==> src/rtl/pipeline_hazard_ctrl_pkg.sv <==
// pipeline_hazard_ctrl_pkg: shared state encoding and control-bundle constants
// for the pipeline stall/flush sequencer.
package pipeline_hazard_ctrl_pkg;
    typedef enum logic {CTRL_RUN, CTRL_MEM_WAIT} ctrl_state_e;
    typedef struct packed {
        logic pc_hold;
        logic ifid_hold;
        logic ifid_flush;
        logic idex_hold;
        logic idex_flush;
        logic exmem_hold;
        logic exmem_flush;
        logic memwb_bubble;
    } ctrl_t;
    localparam ctrl_t CTRL_NONE   = 8'b0000_0000;
    localparam ctrl_t CTRL_FREEZE = 8'b1101_0101;
    localparam ctrl_t CTRL_FLUSH  = 8'b0010_1010;
    localparam ctrl_t CTRL_STALL  = 8'b1100_1000;
endpackage

==> src/rtl/pipeline_hazard_ctrl_if.sv <==
// pipeline_hazard_ctrl_if: hazard inputs from the pipeline and the hold/flush,
// status and counter outputs back to it.
interface pipeline_hazard_ctrl_if #(
    parameter int REG_NUM_W = 5,
    parameter int CNT_W     = 16
);
    logic [REG_NUM_W-1:0] id_rs, id_rt, ex_wr_num;
    logic                 id_uses_rt, ex_mem_read, mem_branch_taken, mem_access, dmem_ready;
    logic                 pc_hold, ifid_hold, ifid_flush, idex_hold, idex_flush;
    logic                 exmem_hold, exmem_flush, memwb_bubble, mem_timeout;
    logic [CNT_W-1:0]     stall_cnt, flush_cnt;
    modport master (
        output id_rs, id_rt, id_uses_rt, ex_mem_read, ex_wr_num, mem_branch_taken, mem_access, dmem_ready,
        input  pc_hold, ifid_hold, ifid_flush, idex_hold, idex_flush, exmem_hold, exmem_flush,
               memwb_bubble, mem_timeout, stall_cnt, flush_cnt
    );
    modport slave (
        input  id_rs, id_rt, id_uses_rt, ex_mem_read, ex_wr_num, mem_branch_taken, mem_access, dmem_ready,
        output pc_hold, ifid_hold, ifid_flush, idex_hold, idex_flush, exmem_hold, exmem_flush,
               memwb_bubble, mem_timeout, stall_cnt, flush_cnt
    );
endinterface

==> src/rtl/pipeline_hazard_ctrl_sat_counter.sv <==
// sat_counter: event counter that sticks at all-ones instead of wrapping.
module sat_counter #(
    parameter int CNT_W = 16
) (
    input  logic             clk,
    input  logic             rst,
    input  logic             inc,
    output logic [CNT_W-1:0] count
);
    logic [CNT_W-1:0] count_q, count_d;
    always_comb count_d = inc && !(&count_q) ? count_q + 1'b1 : count_q;
    always_ff @(posedge clk or negedge rst)
        if (!rst) count_q <= '0;
        else      count_q <= count_d;
    assign count = count_q;
endmodule

==> src/rtl/pipeline_hazard_ctrl.sv <==
// pipeline_hazard_ctrl: stall/flush sequencer for the 5-stage pipeline; memory
// freeze beats branch flush beats load-use stall. rst is asynchronous, active-low.
module pipeline_hazard_ctrl
    import pipeline_hazard_ctrl_pkg::*;
#(
    parameter int REG_NUM_W  = 5,
    parameter int WAIT_LIMIT = 255,
    parameter int CNT_W      = 16
) (
    input logic                  clk,
    input logic                  rst,
    pipeline_hazard_ctrl_if.slave hz
);
    localparam int WAIT_W = $clog2(WAIT_LIMIT + 1);
    localparam logic [WAIT_W-1:0] WAIT_MAX = WAIT_W'(WAIT_LIMIT);
    ctrl_state_e       state_q, state_d;
    logic [WAIT_W-1:0] wait_cnt_q, wait_cnt_d;
    logic              mem_timeout_q, mem_timeout_d;
    logic              timeout, freeze, branch, load_use;
    ctrl_t             ctrl;
    always_comb begin
        timeout       = state_q == CTRL_MEM_WAIT && wait_cnt_q == WAIT_MAX;
        freeze        = !hz.dmem_ready && (state_q == CTRL_RUN ? hz.mem_access : !timeout);
        branch        = hz.mem_branch_taken && !freeze;
        load_use      = hz.ex_mem_read && hz.ex_wr_num != '0 &&
                        (hz.ex_wr_num == hz.id_rs || (hz.id_uses_rt && hz.ex_wr_num == hz.id_rt));
        // outputs are gated by rst so the freeze drops the moment reset asserts
        ctrl          = !rst    ? CTRL_NONE   :
                        freeze  ? CTRL_FREEZE :
                        branch  ? CTRL_FLUSH  :
                        load_use ? CTRL_STALL : CTRL_NONE;
        state_d       = state_q == CTRL_RUN ?
                        (hz.mem_access && !hz.dmem_ready ? CTRL_MEM_WAIT : CTRL_RUN) :
                        (hz.dmem_ready || timeout ? CTRL_RUN : CTRL_MEM_WAIT);
        wait_cnt_d    = state_q == CTRL_MEM_WAIT && state_d == CTRL_MEM_WAIT ? wait_cnt_q + 1'b1 : '0;
        mem_timeout_d = mem_timeout_q || timeout;
    end
    always_ff @(posedge clk or negedge rst)
        if (!rst) begin
            state_q       <= CTRL_RUN;
            wait_cnt_q    <= '0;
            mem_timeout_q <= 1'b0;
        end else begin
            state_q       <= state_d;
            wait_cnt_q    <= wait_cnt_d;
            mem_timeout_q <= mem_timeout_d;
        end
    assign {hz.pc_hold, hz.ifid_hold, hz.ifid_flush, hz.idex_hold, hz.idex_flush,
            hz.exmem_hold, hz.exmem_flush, hz.memwb_bubble} = ctrl;
    assign hz.mem_timeout = mem_timeout_q;
    sat_counter #(.CNT_W(CNT_W)) u_stall_cnt (.clk(clk), .rst(rst), .inc(ctrl.pc_hold), .count(hz.stall_cnt));
    sat_counter #(.CNT_W(CNT_W)) u_flush_cnt (.clk(clk), .rst(rst), .inc(branch && rst), .count(hz.flush_cnt));
endmodule

==> src/flat_wrapper.sv <==
// flat-port wrapper written by rule: the top's interface ports become plain ports
module pipeline_hazard_ctrl_flat import pipeline_hazard_ctrl_pkg::*;
#(
    parameter int REG_NUM_W  = 5,
    parameter int WAIT_LIMIT = 255,
    parameter int CNT_W      = 16
)
  (clk, rst, hz_id_rs, hz_id_rt, hz_id_uses_rt, hz_ex_mem_read, hz_ex_wr_num, hz_mem_branch_taken, hz_mem_access, hz_dmem_ready, hz_pc_hold, hz_ifid_hold, hz_ifid_flush, hz_idex_hold, hz_idex_flush, hz_exmem_hold, hz_exmem_flush, hz_memwb_bubble, hz_mem_timeout, hz_stall_cnt, hz_flush_cnt);
  pipeline_hazard_ctrl_if #(.REG_NUM_W(REG_NUM_W), .CNT_W(CNT_W)) hz_i ();
  input logic clk;
  input logic rst;
  input wire logic [$bits(hz_i.id_rs)-1:0] hz_id_rs;
  input wire logic [$bits(hz_i.id_rt)-1:0] hz_id_rt;
  input wire logic [$bits(hz_i.id_uses_rt)-1:0] hz_id_uses_rt;
  input wire logic [$bits(hz_i.ex_mem_read)-1:0] hz_ex_mem_read;
  input wire logic [$bits(hz_i.ex_wr_num)-1:0] hz_ex_wr_num;
  input wire logic [$bits(hz_i.mem_branch_taken)-1:0] hz_mem_branch_taken;
  input wire logic [$bits(hz_i.mem_access)-1:0] hz_mem_access;
  input wire logic [$bits(hz_i.dmem_ready)-1:0] hz_dmem_ready;
  output wire logic [$bits(hz_i.pc_hold)-1:0] hz_pc_hold;
  output wire logic [$bits(hz_i.ifid_hold)-1:0] hz_ifid_hold;
  output wire logic [$bits(hz_i.ifid_flush)-1:0] hz_ifid_flush;
  output wire logic [$bits(hz_i.idex_hold)-1:0] hz_idex_hold;
  output wire logic [$bits(hz_i.idex_flush)-1:0] hz_idex_flush;
  output wire logic [$bits(hz_i.exmem_hold)-1:0] hz_exmem_hold;
  output wire logic [$bits(hz_i.exmem_flush)-1:0] hz_exmem_flush;
  output wire logic [$bits(hz_i.memwb_bubble)-1:0] hz_memwb_bubble;
  output wire logic [$bits(hz_i.mem_timeout)-1:0] hz_mem_timeout;
  output wire logic [$bits(hz_i.stall_cnt)-1:0] hz_stall_cnt;
  output wire logic [$bits(hz_i.flush_cnt)-1:0] hz_flush_cnt;
  assign hz_i.id_rs = hz_id_rs;
  assign hz_i.id_rt = hz_id_rt;
  assign hz_i.id_uses_rt = hz_id_uses_rt;
  assign hz_i.ex_mem_read = hz_ex_mem_read;
  assign hz_i.ex_wr_num = hz_ex_wr_num;
  assign hz_i.mem_branch_taken = hz_mem_branch_taken;
  assign hz_i.mem_access = hz_mem_access;
  assign hz_i.dmem_ready = hz_dmem_ready;
  assign hz_pc_hold = hz_i.pc_hold;
  assign hz_ifid_hold = hz_i.ifid_hold;
  assign hz_ifid_flush = hz_i.ifid_flush;
  assign hz_idex_hold = hz_i.idex_hold;
  assign hz_idex_flush = hz_i.idex_flush;
  assign hz_exmem_hold = hz_i.exmem_hold;
  assign hz_exmem_flush = hz_i.exmem_flush;
  assign hz_memwb_bubble = hz_i.memwb_bubble;
  assign hz_mem_timeout = hz_i.mem_timeout;
  assign hz_stall_cnt = hz_i.stall_cnt;
  assign hz_flush_cnt = hz_i.flush_cnt;
  pipeline_hazard_ctrl #(.REG_NUM_W(REG_NUM_W), .WAIT_LIMIT(WAIT_LIMIT), .CNT_W(CNT_W)) u_core (.clk(clk), .rst(rst), .hz(hz_i));
endmodule
==> config.mk <==
export PLATFORM = sky130hd
export DESIGN_NAME = pipeline_hazard_ctrl_flat
export DESIGN_NICKNAME = d
export VERILOG_FILES = /design/src/rtl/pipeline_hazard_ctrl_pkg.sv /design/src/rtl/pipeline_hazard_ctrl_if.sv /design/src/rtl/pipeline_hazard_ctrl_sat_counter.sv /design/src/rtl/pipeline_hazard_ctrl.sv /design/src/flat_wrapper.sv
export SDC_FILE = /design/constraint.sdc
export NUM_CORES = 1
export LEC_CHECK = 0
export CORE_MARGIN = 2
export CORE_UTILIZATION = 35
export DETAILED_ROUTE_END_ITERATION = 16
export PLACE_DENSITY_LB_ADDON = 0.15
export SKIP_CTS_REPAIR_TIMING = 1
export SYNTH_ARGS = -nofsm -noshare
export SYNTH_HDL_FRONTEND = slang
export SYNTH_SLANG_ARGS = --single-unit
export TNS_END_PERCENT = 1
==> constraint.sdc <==
create_clock -name clk -period 3.7 [get_ports clk]
set_clock_uncertainty 0.1 [all_clocks]
set_input_delay 0.925 -clock clk [delete_from_list [all_inputs] [get_ports clk]]
set_output_delay 0.925 -clock clk [all_outputs]
set_load 0.05 [all_outputs]
==> summary.md <==
| Metric | Value |
|---|---|
| Synthesized area | `2170 sq um` |
| Syn_area_per_cell | `10.7 sq um` |
| WHS | `377 ps` |
| Cell taking the most area after synthesis | `dfrtp_1` |
| Port bufs | `62` |
| Final hold vios | `0` |
| Critical path class | `primary input to output pin` |
| Synthesized instance count | `203` |
| Detailed-route DRC error count | `0` |
| Total gr overflow | `0` |
| Drt first pass iters | `4` |
| FP Rows | `28` |
| Max Cap Viol | `0` |
| Pwr Density | `462 nW/um^2` |
| Total length of routed met3 wires | `195 microns` |
| Final worst-path cycle share | `97.0%` |
| Vias per Instance | `4.85` |
| Setup violations, final | `0` |
| Wire length on met2 | `2210 microns` |
| Final Util | `51.9%` |
| RSZ-0062 raised after global routing | `false` |
| Delay of the slowest critical-path stage | `410 ps` |
| Proportion of layout cells with a drive suffix above 1 | `14.3%` |
| HPWL Detailed | `3440 microns` |
| H-Tree Depth | `2` |
| Max layer used | `met4` |
| Initial antenna violation count | `0` |
| Syn nets | `228` |
| Met1 WL | `2310 microns` |
| Startpoint Class | `primary input` |
| CP max stage cell | `clkdlybuf4s50_1` |
| Pwr Total | `1.43 mW` |
| Reg clk slew, reported paths | `80 ps` |
| Yosys top cell area share | `48.4%` |
| Die area | `6850 sq um` |
| Synth Register Bits | `42` |
| Synth warnings | `0` |
| CP max FO | `3` |
| Top_reg_cell synth | `dfrtp_1` |
| Finished Cell Area | `3090 sq um` |
| Worst-path cell chain | `clkdlybuf4s50_1 -> xor2_1 -> nor4_2 -> a32oi_2 -> o31ai_2 -> buf_4 -> buf_12` |
| Min-Delay Path Class | `register to register` |
| Global-route wire length before repair | `7580 microns` |
| Outcome | `complete, no violations` |
| Seq/Total Area, Yosys | `48.4%` |
| Chip height | `82.8 microns` |
| CTS Buffer Depth | `2` |
| Place WS | `-23.8 ps` |
| Skew-Pair Late Insertion Delay | `290 ps` |
| Worst vdd ir | `0.273 mV` |
| Number of global-route vias before repair | `1,594` |
| Synth area leaders | `dfrtp_1 48%, xor2_1 9.7%, xnor2_1 8.1%` |
| Setup crit end kind | `output pin` |
| Die width | `82.8 microns` |
| Post-synth ARST share | `100%` |
| Fin crit period | `3590 ps` |
| Critical Path RT | `2670 ps` |
| Antenna diode count | `0` |
| Crit path DAT | `2560 ps` |
| Area grow syn2layout | `42.3%` |
| Most frequent cell after synthesis | `dfrtp_1` |
| CTS buffer count | `5` |
| Top Ports | `63` |
| Clock root buffer master | `clkbuf_8` |
| Worst-Margin Slew | `509 ps` |
| Count of cell types in the netlist | `34` |
| Iteration-0 DRC Markers | `21` |
| Initial Util | `36.4%` |
| Routability cong. | `0.789` |
| Tot GR Track Use | `14.6%` |
| Largest net degree at the start of global routing | `23` |
| Worst path buffer plus inverter count | `3` |
| Leakage | `1.41 nW` |
| Cell family with most CP delay | `buffers and inverters` |
| Clock Sinks | `42` |
| Final antenna-violating net count | `0` |
| Placed Area | `2960 sq um` |
| Routed len/inst | `13.7 microns` |
| Routed Wire Length | `4770 microns` |
| PnR worst setup slack | `110 ps` |
| FMAX | `279 MHz` |
| Count of flip-flops with a built-in enable after synthesis | `0` |
| Top cells by count, synth | `42 x dfrtp_1, 24 x xor2_1, 21 x nor2_1, 20 x xnor2_1, 18 x nand3_1` |
| Worst slew margin | `65.9%` |
| Max-slew violations | `0` |
| Nets | `297` |
| Core area | `5960 sq um` |
| CTS tree | `yes` |
| Via count | `1,687` |
[kinds of logic (layout without fill, tap and decap cells)]
family / count (synthesis) / after routing / synth area share, %
AND/OR/NAND/NOR: 90 / 90 / 22.5
XOR/XNOR: 44 / 44 / 17.8
flip-flops: 42 / 42 / 48.4
buffers and inverters: 11 / 81 / 3.28
AO/OA/AOI/OAI: 9 / 9 / 4.27
multiplexers: 4 / 4 / 2.07
adder cells (fa/ha/maj): 3 / 3 / 1.73
[layer usage]
layer | vias up | GRT usage (%)
met3 | 4 | 5.11
met4 | 0 | 3.93
met5 | - | 0
li1 | 834 | -
met2 | 31 | 22.0
met1 | 818 | 20.0
[per-stage QoR]
| step | instances | setup TNS [ps] |
|---|---|---|
| finish | 348 | 0 |
| global route | 348 | 0 |
| CTS | 348 | -38.2 |
| detailed placement | 340 | -33.7 |
| global placement | 340 | 0 |
| floorplan | 203 | -71.8 |
[layout make-up]
cell class | count | area [sq um]
clock inverters | 1 | 5.00
inverters | 4 | 15.0
clock buffers | 7 | 86.3
fillers | 554 | 2870
multi-input cells | 150 | 1070
flip-flops and latches | 42 | 1050
repair buffers | 69 | 763
well taps | 75 | 93.8
[flip-flops by register name (all words and copies together) (netlist names)]
name	count
u_core.u_flush_cnt.count	16
u_core.hz.mem_timeout	1
u_core.state_q	1
u_core.wait_cnt_q	8
u_core.u_stall_cnt.count	16
[placed cells by master (no fill, tap or decap), drive strengths merged, types with 2 or more instances in the layout]
cell and count:
and2 2, and3 13, and4 3, buf 16, clkbuf 7, clkdlybuf4s50 47
dfrtp 42, dlymetal6s2s 6, ha 3, inv 4, mux2 4, nand2 9
nand2b 3, nand3 18, nand4 10, nor2 21, nor3 4, nor4 2
or2 2, xnor2 20, xor2 24
[worst paths after layout]
check / from / end / slack (ps) / cells after the start
max: hz_id_rt[1] / hz_pc_hold / 110 / 7
min: u_core.hz.mem_timeout / u_core.hz.mem_timeout / 380 / 1
max reg2reg: u_core.wait_cnt_q[0] / u_core.u_flush_cnt.count[1] / 1380 / 6
min reg2reg: u_core.hz.mem_timeout / u_core.hz.mem_timeout / 380 / 1
max in group asynchronous: rst / u_core.u_flush_cnt.count[0] / 2750 / 2
min in group asynchronous: rst / u_core.u_flush_cnt.count[12] / 520 / 2
[power by group]
group	switching, mW	internal (mW)
sequential	0.0835	0.518
clock	0.152	0.151
combinational	0.323	0.201
[worst reg2reg max path, cell delays in order (launching register included)]
cell and delay [ps]:
dfrtp_1 390, ha_1 190, and3_1 260, a31oi_2 200, nor3b_4 420, o21a_4 300
mux2_2 350
(Power assumes the default switching activity.)
